$ cat config.mk
export PLATFORM = sky130hd
export DESIGN_NAME = mrv1_sys_fu
export DESIGN_NICKNAME = d
export VERILOG_FILES = /design/src/rtl/mrv1_sys_fu.sv
export SDC_FILE = /design/constraint.sdc
export NUM_CORES = 1
export LEC_CHECK = 0
export BUFFER_PORTS_ARGS = -buffer_cell sky130_fd_sc_hd__buf_4
export CAP_MARGIN = 30
export CORE_UTILIZATION = 54
export CTS_CLUSTER_SIZE = 30
export DETAILED_ROUTE_END_ITERATION = 16
export PLACE_DENSITY = 0.87
export SLEW_MARGIN = 20
export SYNTH_ARGS = -nofsm -noshare
export SYNTH_HDL_FRONTEND = slang
export SYNTH_SLANG_ARGS = --single-unit
$ cat constraint.sdc
create_clock -name clk_i -period 2.7 [get_ports clk_i]
set_input_delay 0.135 -clock clk_i [delete_from_list [all_inputs] [get_ports clk_i]]
set_output_delay 0.135 -clock clk_i [all_outputs]
set_load 0.01 [all_outputs]
$ cat src/rtl/mrv1_sys_fu.sv
`default_nettype none
// ============================================================================
// Module   : mrv1_sys_fu
// Brief    : System unit: CSR access (mscratch, cycle, cycleh, mhartid) and
//            thread spawn, one request in flight. Optional MRV_SYS_FU_TSPAWN_EN.
// Revision : 1.0 - initial release
// ============================================================================
module mrv1_sys_fu #(
    parameter int DATA_WIDTH = 32,
    parameter int TAG_WIDTH  = 5,
    parameter int HART_ID    = 0
) (
    input  logic                  clk_i,
    input  logic                  rst_ni,
    input  logic                  req_valid_i,
    output logic                  req_ready_o,
    input  logic [6:0]            req_op_i,
    input  logic [11:0]           req_csr_addr_i,
    input  logic [DATA_WIDTH-1:0] req_src_i,
    input  logic [TAG_WIDTH-1:0]  req_tag_i,
    output logic                  wb_valid_o,
    input  logic                  wb_ready_i,
    output logic [TAG_WIDTH-1:0]  wb_tag_o,
    output logic [DATA_WIDTH-1:0] wb_data_o,
    output logic                  wb_err_o,
    output logic                  spawn_valid_o,
    input  logic                  spawn_ready_i,
    output logic [DATA_WIDTH-1:0] spawn_pc_o,
    input  logic [DATA_WIDTH-1:0] spawn_tid_i
);

    localparam logic [6:0]  OP_CSR_READ  = 7'h00;
    localparam logic [6:0]  OP_CSR_WRITE = 7'h01;
    localparam logic [6:0]  OP_CSR_SET   = 7'h02;
    localparam logic [6:0]  OP_CSR_CLR   = 7'h03;
    localparam logic [6:0]  OP_TSPAWN    = 7'h04;

    localparam logic [11:0] CSR_MSCRATCH = 12'h340;
    localparam logic [11:0] CSR_CYCLE    = 12'hC00;
    localparam logic [11:0] CSR_CYCLEH   = 12'hC80;
    localparam logic [11:0] CSR_MHARTID  = 12'hF14;

    typedef enum logic [1:0] {
        ST_IDLE  = 2'd0,
        ST_SPAWN = 2'd1,
        ST_WB    = 2'd2
    } state_e;

    state_e                  state_q, state_d;
    logic [TAG_WIDTH-1:0]    tag_q, tag_d;
    logic [DATA_WIDTH-1:0]   data_q, data_d;
    logic                    err_q, err_d;
    logic [DATA_WIDTH-1:0]   mscratch_q, mscratch_d;
    logic [63:0]             cycle_q;

    logic                    csr_hit;
    logic                    csr_ro;
    logic [DATA_WIDTH-1:0]   csr_old;
    logic                    is_csr_op;
    logic                    csr_wr;
    logic [DATA_WIDTH-1:0]   csr_new;

    always_comb begin
        csr_old = '0;
        csr_hit = 1'b1;
        csr_ro  = 1'b1;
        case (req_csr_addr_i)
            CSR_MSCRATCH: begin
                csr_old = mscratch_q;
                csr_ro  = 1'b0;
            end
            CSR_CYCLE:   csr_old = DATA_WIDTH'(cycle_q[31:0]);
            CSR_CYCLEH:  csr_old = DATA_WIDTH'(cycle_q[63:32]);
            CSR_MHARTID: csr_old = DATA_WIDTH'(HART_ID);
            default:     csr_hit = 1'b0;
        endcase
    end

    // SET/CLR with a zero mask are pure reads, so they never fault on RO CSRs.
    assign is_csr_op = (req_op_i <= OP_CSR_CLR);
    assign csr_wr    = (req_op_i == OP_CSR_WRITE) ||
                       (((req_op_i == OP_CSR_SET) || (req_op_i == OP_CSR_CLR)) &&
                        (req_src_i != '0));

    always_comb begin
        csr_new = mscratch_q;
        case (req_op_i)
            OP_CSR_WRITE: csr_new = req_src_i;
            OP_CSR_SET:   csr_new = mscratch_q | req_src_i;
            OP_CSR_CLR:   csr_new = mscratch_q & ~req_src_i;
            default:      csr_new = mscratch_q;
        endcase
    end

`ifdef MRV_SYS_FU_TSPAWN_EN
    logic [DATA_WIDTH-1:0]   pc_q, pc_d;
`else
    logic                    unused_spawn;
    assign unused_spawn = spawn_ready_i ^ (^spawn_tid_i);
`endif

    always_comb begin
        state_d    = state_q;
        tag_d      = tag_q;
        data_d     = data_q;
        err_d      = err_q;
        mscratch_d = mscratch_q;
`ifdef MRV_SYS_FU_TSPAWN_EN
        pc_d       = pc_q;
`endif
        case (state_q)
            ST_IDLE: begin
                if (req_valid_i) begin
                    tag_d   = req_tag_i;
                    state_d = ST_WB;
                    data_d  = '0;
                    err_d   = 1'b1;
                    if (is_csr_op && csr_hit) begin
                        data_d = csr_old;
                        err_d  = csr_wr && csr_ro;
                        if (csr_wr && !csr_ro) begin
                            mscratch_d = csr_new;
                        end
                    end
`ifdef MRV_SYS_FU_TSPAWN_EN
                    else if (req_op_i == OP_TSPAWN) begin
                        state_d = ST_SPAWN;
                        pc_d    = req_src_i;
                        err_d   = 1'b0;
                    end
`endif
                end
            end
            ST_SPAWN: begin
`ifdef MRV_SYS_FU_TSPAWN_EN
                if (spawn_ready_i) begin
                    state_d = ST_WB;
                    data_d  = spawn_tid_i;
                    err_d   = 1'b0;
                end
`else
                state_d = ST_IDLE;
`endif
            end
            ST_WB: begin
                if (wb_ready_i) begin
                    state_d = ST_IDLE;
                end
            end
            default: state_d = ST_IDLE;
        endcase
    end

    always_ff @(posedge clk_i or negedge rst_ni) begin
        if (!rst_ni) begin
            state_q    <= ST_IDLE;
            tag_q      <= '0;
            data_q     <= '0;
            err_q      <= 1'b0;
            mscratch_q <= '0;
            cycle_q    <= '0;
        end else begin
            state_q    <= state_d;
            tag_q      <= tag_d;
            data_q     <= data_d;
            err_q      <= err_d;
            mscratch_q <= mscratch_d;
            cycle_q    <= cycle_q + 64'd1;
        end
    end

`ifdef MRV_SYS_FU_TSPAWN_EN
    always_ff @(posedge clk_i or negedge rst_ni) begin
        if (!rst_ni) begin
            pc_q <= '0;
        end else begin
            pc_q <= pc_d;
        end
    end

    assign spawn_valid_o = (state_q == ST_SPAWN);
    assign spawn_pc_o    = pc_q;
`else
    assign spawn_valid_o = 1'b0;
    assign spawn_pc_o    = '0;
`endif

    // Valids decode straight from state so both can never be high together.
    assign req_ready_o = (state_q == ST_IDLE);
    assign wb_valid_o  = (state_q == ST_WB);
    assign wb_tag_o    = tag_q;
    assign wb_data_o   = data_q;
    assign wb_err_o    = err_q;

endmodule
`default_nettype wire
==> flow_summary.rst, run 1 <==
.. list-table::
   :header-rows: 1

   * - Metric
     - Value
   * - Result of the run
     - complete, no violations
   * - Critical Path Sink Type
     - register
   * - Count of instances resized after the clock tree is built
     - 0
   * - TritonCTS clock tree
     - built
   * - IO Count
     - approximately 170
   * - Layout cells sized above 1
     - 19.4%
   * - Aggregate global-route resource usage
     - between 30% and 40%
   * - Family of cells with the greatest summed delay on the critical path
     - simple AND/OR/NAND/NOR gates
   * - Wire length per cell
     - 20.8 um
   * - Global routing met3 resource utilization
     - 8.93%
   * - Post-synthesis register bit count
     - approximately 140
   * - Sequential standard cell area
     - roughly 3400 um^2
   * - Effective utilization at floorplan
     - 55.9%
   * - Share of the yosys chip area belonging to registers
     - 49.9%
   * - Grt total ovfl
     - 0
   * - Final estimated routing congestion in global placement
     - 0.906
   * - Final period utilization
     - 90.5%
   * - Core area
     - between 10,000 and 15,000 um^2
   * - Highest attainable clock frequency
     - a little over 0.4 GHz
   * - Number of buffer and inverter stages on the critical path
     - 2
   * - FF-to-FF path depth
     - 7
   * - Cell breakdown of the critical path
     - nand4_1 > nor4_2 > buf_4 > nand4_1 > buf_4 > nor4_1 > xor2_1
   * - Final-report setup violation count
     - 0
   * - Reg-to-reg critical path startpoint
     - cycle_q[19]
   * - Worst stage delay on the critical path
     - around 0.46 ns
   * - Type of origin of the critical path
     - register
   * - HPWL Detailed
     - 12,200 um
   * - Arrival time worst endpoint
     - 2.77 ns
   * - Die footprint
     - 13,000 um^2
   * - Most area-consuming cells after synthesis
     - sky130_fd_sc_hd__dfrtp_1 (50%), sky130_fd_sc_hd__mux2i_1 (4.7%), sky130_fd_sc_hd__nand2_1 (4.7%)
   * - Worst setup startpoint
     - cycle_q[19]
   * - Largest net degree at the start of global routing
     - 87
   * - Met1 demand-to-capacity share in global routing
     - 40.0%
   * - Nets
     - just over 900
   * - Total power after layout
     - 4.96 mW
   * - Post-route non-filler standard cell count
     - 1,013
   * - Area occupied by multi-input gates
     - 3110 um^2
   * - Count of input and output buffers
     - 99
   * - Number of design-rule violations left by the first detailed-router iteration
     - 839
   * - Biggest area consumer among synthesized cells
     - sky130_fd_sc_hd__dfrtp_1
   * - Insertion delay to the later sink of the worst-skew pair
     - 0.43 ns
   * - Die width
     - 114 um
   * - Area of the mapped netlist
     - between 6000 and 7000 um^2
   * - CP Capture Point
     - cycle_q[59]
   * - Clock-pin slew of the registers on the worst-case setup and hold paths
     - 0.06 ns
   * - Crit Path Max Fanout
     - 10
   * - Ratio of total power to cell area
     - 572 nW/um^2
   * - TritonRoute pass-1 iters
     - 7
   * - P_leak
     - ~4 nW
   * - H-tree Lvls
     - 4
   * - Number of clock sinks
     - between 100 and 150
   * - Die Span Y
     - 114 um
   * - Transition time at the pin with the least slew margin
     - approximately 0.65 ns
   * - Critical Path Slowest Stage Cell
     - sky130_fd_sc_hd__nor4_1
   * - Max-slew violation count
     - 0
   * - Worst relative slew slack
     - a little under three fifths
   * - Clock tree skew after final layout
     - 0.00756 ns
   * - Maximum buffer depth of the clock tree
     - 2
   * - TNS Setup
     - 0 ns
   * - Most used cells in the layout excluding fill and tap cells
     - sky130_fd_sc_hd__dfrtp_1 (135), sky130_fd_sc_hd__buf_4 (116), sky130_fd_sc_hd__nand2_1 (84), sky130_fd_sc_hd__nor2_1 (58), sky130_fd_sc_hd__dlygate4sd3_1 (39)
   * - Number of standard cells after synthesis
     - 688
   * - WP depth
     - 7
   * - First-pass GRT wire length
     - 33,500 um
   * - Yosys cell types
     - 43
   * - Total number of vias
     - 6,328
   * - Area delta synth->final
     - 28.2%
   * - Number of placement rows
     - 40
   * - Min Clock Period, post-route
     - approximately 2.4 ns
   * - Max capacitance violation total
     - 0
   * - DRC violation count after routing
     - 0
   * - Post-Place Setup Slack
     - 0.442 ns
   * - Yosys warns
     - 0
   * - Post-route setup slack
     - 0.257 ns
   * - Inserted Diodes
     - 0
   * - Syn Area/Cell
     - 9.85 um^2
   * - Maximum vdd drop
     - just under 0.5 mV
   * - Count of placed standard cells including taps
     - 942
   * - Number of CTS-inserted buffers
     - 17
   * - Commonest non-fill, non-tap cell in the layout
     - sky130_fd_sc_hd__dfrtp_1
   * - Number of routed nets with antenna violations
     - 0
   * - Reg2reg end
     - cycle_q[59]
   * - Hold Vio Cnt, Final
     - 0
   * - # Post-CTS Setup Buffers
     - 0
   * - Total wire length after detailed routing
     - 21,100 um
   * - Most utilized layer in the global route result
     - met2
   * - Antenna violations before repair
     - 0
   * - Setup repair after global routing missed its margin
     - no
   * - Type of the setup path with the least slack
     - register to register
   * - Final standard cell utilization of the core
     - 71.7%
   * - Worst-case register-to-register setup slack
     - 0.26 ns
   * - Via count of the first global-routing pass
     - between 6,000 and 7,000
   * - Area share of the largest cell type after synthesis
     - 49.9%
   * - Met2 Track Usage GR
     - 56.0%
   * - Fillers
     - 680
   * - Min-Delay Path Class
     - input port to register
   * - Worst Path Required
     - 3.03 ns
   * - Cell at the root of the clock tree
     - sky130_fd_sc_hd__clkbuf_16
   * - Average vias per placed instance
     - around 6.2
[metal layers]
layer	vias to the layer above	wire, um
li1	2608	-
met1	3037	7620
met2	532	10000
met3	151	2030
met4	0	1440
met5	-	0
[how the worst min path moves through the flow]
stage / start / endpoint / slack (ns) / cells past startpoint
detailed placement: rst_ni / wb_data_o[24] / 0.20 / 1
CTS: req_src_i[20] / mscratch_q[20] / 0.007 / 2
floorplan: rst_ni / cycle_q[0] / -0.16 / 0
global route: req_op_i[1] / wb_err_o / 0.09 / 3
global placement: rst_ni / wb_data_o[26] / 0.18 / 1
finish: req_valid_i / wb_err_o / 0.08 / 3
[worst register-to-register path, stage by stage (launching register included)]
cell and delay (ns):
sky130_fd_sc_hd__dfrtp_1 0.45, sky130_fd_sc_hd__nand4_1 0.22, sky130_fd_sc_hd__nor4_2 0.34, sky130_fd_sc_hd__buf_4 0.22
sky130_fd_sc_hd__nand4_1 0.17, sky130_fd_sc_hd__buf_4 0.22, sky130_fd_sc_hd__nor4_1 0.46, sky130_fd_sc_hd__xor2_1 0.27
[kinds of logic (layout without fill, tap and decap cells)]
logic type                 count (synthesis)  count (layout)  synth area share, %
DFF                                      135             135                 49.9
and+or+nand+nor                          275             275                 20.5
adders and majority gates                  1               1                0.185
buffers and inverters                     73             198                 5.93
xor gates and xnor gates                  62              62                 8.02
other                                      1              33               0.0554
muxes                                     37              37                 5.56
AOI/OAI and AO/OA                        104             104                 9.90
[power breakdown]
group | leakage, nW | internal [mW] | switching [mW]
clock | 0.313 | 1.66 | 0.911
sequential | 1.85 | 2.04 | 0.0119
combinational | 1.83 | 0.156 | 0.185
total | 3.99 | 3.86 | 1.11
[flip-flops by register name, indices dropped and copies added (netlist names)]
register    count
mscratch_q     32
wb_data_o      32
wb_tag_o        5
state_q         1
cycle_q        64
wb_err_o        1
[synthesized netlist by cell type, drive strengths merged]
cell type / count
ha: 1
or2: 3
o21ai: 33
or3: 2
nand4: 26
conb: 1
nor2: 58
a211o: 1
a21oi: 33
o2111ai: 1
nand4b: 1
a31oi: 1
or4b: 1
nor4: 18
inv: 9
buf: 42
mux2i: 32
nor3: 8
nor2b: 1
and4: 3
dfrtp: 135
xnor2: 32
or4: 3
mux2: 5
and3: 4
and2: 36
clkbuf: 22
a22o: 32
nand3b: 2
xor2: 30
a32oi: 1
o41ai: 1
nand3: 22
nand2b: 2
nand2: 84
or3b: 1
o2111a: 1
[what timing repair did]
action / CTS / global route
endpoints found under the hold margin: 86 / 1
setup endpoints to repair: 0 / 0
hold buffers: 38 / 1
[layout make-up]
class	count	area share, %
clock buffer	19	5.10
sequential	135	38.9
inverter	9	0.389
timing repair buffer	157	15.0
multi-input combinational	512	35.9
tap	168	2.42
clock inverter	13	2.33
[metrics by stage]
step	hold WS, ns	instance area (um^2)
finish	0.0754	8680
global route	0.0928	8680
CTS	0.00668	8670
detailed placement	0.197	7650
global placement	0.183	7650
floorplan	-0.161	6890
(Power assumes the default switching activity.)
==> run 2, diff against run 1 <==
clock period = 2.6 ns   (was 2.7 ns; I/O delays follow)
==> run 2 against run 1 <==
Compared with the run above: the flow now finishes with violations (setup timing); flip-flop and latch count unchanged; largest cell class unchanged; clock-buffer cell count grew 1; sequential power increased by 4%; power increased by 4.7%; global-route usage grew 5.5 points; sequential share of layout area down 0.073 points; routed wire length is 14% higher; via count increased by 4.6%; design area rose by 0.19%; critical path type is now input port to register; worst setup slack worse by 0.30 ns; combinational power grew 9.4%.
==> flow_summary.rst, run 2 (synthesis gave the netlist of run 1 again) <==
.. list-table::
   :header-rows: 1

   * - Metric
     - Value
   * - Maximum vdd drop
     - 0.483 mV (was 0.493 mV)
   * - Count of placed standard cells including taps
     - 940 (was 942)
   * - HPWL Detailed
     - 12,100 um (was 12,200 um)
   * - First-pass GRT wire length
     - 38,200 um (was 33,500 um)
   * - Number of placement rows
     - 40 (unchanged)
   * - Maximum buffer depth of the clock tree
     - 2 (unchanged)
   * - Arrival time worst endpoint
     - 2.94 ns (was 2.77 ns)
   * - Post-route non-filler standard cell count
     - 1,012 (was 1,013)
   * - TritonRoute pass-1 iters
     - 7 (unchanged)
   * - Cell breakdown of the critical path
     - dlygate4sd3_1 > buf_4 > nor4_1 > nand4_1 > o2111ai_1 > a32oi_2 > buf_12 > a22o_1 (was nand4_1 > nor4_2 > buf_4 > nand4_1 > buf_4 > nor4_1 > xor2_1)
   * - Highest attainable clock frequency
     - roughly 0.38 GHz
   * - Total wire length after detailed routing
     - 24,100 um (was 21,100 um)
   * - TritonCTS clock tree
     - built (unchanged)
   * - Register with the most flip-flops
     - cycle_q (unchanged)
   * - Max FFs per register
     - 64 (unchanged)
   * - Sequential standard cell area
     - 3380 um^2 (unchanged)
   * - Final period utilization
     - 101%
   * - Grt total ovfl
     - 0 (unchanged)
   * - # Post-CTS Setup Buffers
     - 0 (unchanged)
   * - Post-route setup slack
     - -0.0383 ns (was 0.257 ns)
   * - Number of CTS-inserted buffers
     - 17 (unchanged)
   * - Clock-pin slew of the registers on the worst-case setup and hold paths
     - 0.06 ns (about the same)
   * - Crit Path Max Fanout
     - 32 (was 10)
   * - Nets
     - 924 (was 926)
   * - Critical Path Slowest Stage Cell
     - sky130_fd_sc_hd__dlygate4sd3_1 (was sky130_fd_sc_hd__nor4_1)
   * - Clock tree skew after final layout
     - 0.0121 ns (was 0.00756 ns)
   * - Area delta synth->final
     - 28.4% (was 28.2%)
   * - Min-Delay Path Class
     - input port to register (unchanged)
   * - Family of cells with the greatest summed delay on the critical path
     - simple AND/OR/NAND/NOR gates (unchanged)
   * - Die Span Y
     - 114 um (unchanged)
   * - Commonest non-fill, non-tap cell in the layout
     - sky130_fd_sc_hd__dfrtp_1 (unchanged)
   * - Cell at the root of the clock tree
     - sky130_fd_sc_hd__clkbuf_16 (unchanged)
   * - Fillers
     - 660 (was 680)
   * - DRC violation count after routing
     - 0 (unchanged)
   * - Aggregate global-route resource usage
     - 39.5% (was 34.0%)
   * - Count of input and output buffers
     - 99 (unchanged)
   * - Hold Vio Cnt, Final
     - 0 (unchanged)
   * - Type of the setup path with the least slack
     - input port to register (was register to register)
   * - Die footprint
     - 13,000 um^2 (unchanged)
   * - P_leak
     - 3.99 nW (about the same)
   * - Total number of vias
     - 6,621 (was 6,328)
   * - Area occupied by multi-input gates
     - 3120 um^2 (was 3110 um^2)
   * - Result of the run
     - complete, but fails checks (was complete, no violations)
   * - Antenna violations before repair
     - 2 (was 0)
   * - Min Clock Period, post-route
     - 2.64 ns
   * - Transition time at the pin with the least slew margin
     - 0.772 ns (was 0.655 ns)
   * - Final-report setup violation count
     - 6 (was 0)
   * - Number of design-rule violations left by the first detailed-router iteration
     - 1,328 (was 839)
   * - Insertion delay to the later sink of the worst-skew pair
     - 0.43 ns (about the same)
   * - Post-Place Setup Slack
     - 0.352 ns (was 0.442 ns)
   * - Wire length per cell
     - 23.8 um (was 20.8 um)
   * - Number of routed nets with antenna violations
     - 0 (unchanged)
   * - Core area
     - 12,100 um^2 (unchanged)
   * - Largest net degree at the start of global routing
     - 57 (was 87)
   * - Number of clock sinks
     - 135 (unchanged)
   * - Effective utilization at floorplan
     - 55.9% (unchanged)
   * - Layout cells sized above 1
     - 19.3% (was 19.4%)
   * - Final estimated routing congestion in global placement
     - 0.868 (was 0.906)
   * - Worst Path Required
     - 2.90 ns (was 3.03 ns)
   * - Via count of the first global-routing pass
     - 6,818 (was 6,304)
   * - Type of origin of the critical path
     - input port (was register)
   * - Max-slew violation count
     - 0 (unchanged)
   * - Worst stage delay on the critical path
     - 0.56 ns (was 0.46 ns)
   * - Die width
     - 114 um (unchanged)
   * - Violated checks
     - setup timing
   * - Ratio of total power to cell area
     - 597 nW/um^2 (was 572 nW/um^2)
   * - IO Count
     - 166 (unchanged)
   * - Worst relative slew slack
     - 48.5% (was 56.4%)
   * - Average vias per placed instance
     - 6.54 (was 6.25)
   * - Max capacitance violation total
     - 0 (unchanged)
   * - Most used cells in the layout excluding fill and tap cells
     - sky130_fd_sc_hd__dfrtp_1 (135), sky130_fd_sc_hd__buf_4 (113), sky130_fd_sc_hd__nand2_1 (84), sky130_fd_sc_hd__nor2_1 (58), sky130_fd_sc_hd__dlygate4sd3_1 (39) (was sky130_fd_sc_hd__dfrtp_1 (135), sky130_fd_sc_hd__buf_4 (116), sky130_fd_sc_hd__nand2_1 (84), sky130_fd_sc_hd__nor2_1 (58), sky130_fd_sc_hd__dlygate4sd3_1 (39))
   * - Number of buffer and inverter stages on the critical path
     - 3 (was 2)
   * - H-tree Lvls
     - 4 (unchanged)
   * - Critical Path Sink Type
     - register (unchanged)
==> run 2: changes by cell type in the layout (fill, tap and decap cells not counted) <==
cell,change
sky130_fd_sc_hd__buf_4,-3
sky130_fd_sc_hd__buf_12,+1
sky130_fd_sc_hd__clkbuf_8,+1
sky130_fd_sc_hd__clkinv_2,-1
sky130_fd_sc_hd__clkinv_4,+1
sky130_fd_sc_hd__clkinvlp_4,-1
sky130_fd_sc_hd__diode_2,+1
sky130_fd_sc_hd__nor4_1,-1
sky130_fd_sc_hd__nor4_2,+1
==> run 2: timing repair <==
action | 4_1_cts | 5_1_grt
setup endpoints to repair | 0 | 32
hold buffers | 39 | 0
endpoints found under the hold margin | 92 | 0
gates resized for setup | 0 | 1
==> run 2: power by group <==
group / switching [mW] / internal [mW] / total [mW]
logic: 0.208 / 0.164 / 0.373
registers: 0.0122 / 2.12 / 2.13
clock network: 0.940 / 1.75 / 2.69
total: 1.16 / 4.04 / 5.20
==> run 2: final timing paths <==
kind / from / endpoint / slack, ns / cells after the start
worst max register to register: cycle_q[3] / cycle_q[59] / 0.20 / 5
worst max-delay path: req_src_i[16] / mscratch_q[19] / -0.04 / 8
worst min-delay path: req_valid_i / wb_err_o / 0.04 / 3
min in group asynchronous: rst_ni / wb_data_o[26] / 0.31 / 2
worst min register to register: wb_data_o[13] / wb_data_o[13] / 0.49 / 2
max in group asynchronous: rst_ni / cycle_q[54] / 1.44 / 3
==> run 2: metrics by stage <==
stage / hold slack [ns] / power, mW / area [um^2] / setup TNS, ns / util [%]
6_report: 0.0362 / 5.20 / 8700 / -0.0548 / 71.8
5_1_grt: 0.0439 / 5.30 / 8700 / -0.0722 / 71.8
4_1_cts: 0.0239 / 5.15 / 8690 / 0 / 71.8
3_5_place_dp: 0.231 / 2.46 / 7640 / 0 / 63.1
3_3_place_gp: 0.220 / 2.45 / 7640 / 0 / 63.1
2_1_floorplan: -0.166 / 2.31 / 6890 / 0 / -
==> run 2: worst register-to-register path, stage by stage (launching register included) <==
cell                      delay [ns]
sky130_fd_sc_hd__dfrtp_1        0.46
sky130_fd_sc_hd__nand4_1        0.27
sky130_fd_sc_hd__nor4_2         0.42
sky130_fd_sc_hd__nand4_1        0.43
sky130_fd_sc_hd__nor4_1         0.57
sky130_fd_sc_hd__xor2_1         0.12
==> run 2: area by class of cell <==
class | instances | area share, %
inverter | 9 | 0.388
clock inverter | 12 | 2.29
antenna | 1 | 0.0288
multi-input combinational | 512 | 35.9
clock buffer | 20 | 5.25
tap | 168 | 2.42
timing repair buffer | 155 | 14.9
sequential | 135 | 38.8
==> run 2: routing by layer <==
metal	track usage (%)	vias up	routed length [um]
met4	26.2	0	2040
li1	-	2605	-
met3	15.7	230	3090
met1	45.1	3080	7930
met2	61.5	706	11000
met5	0	-	0
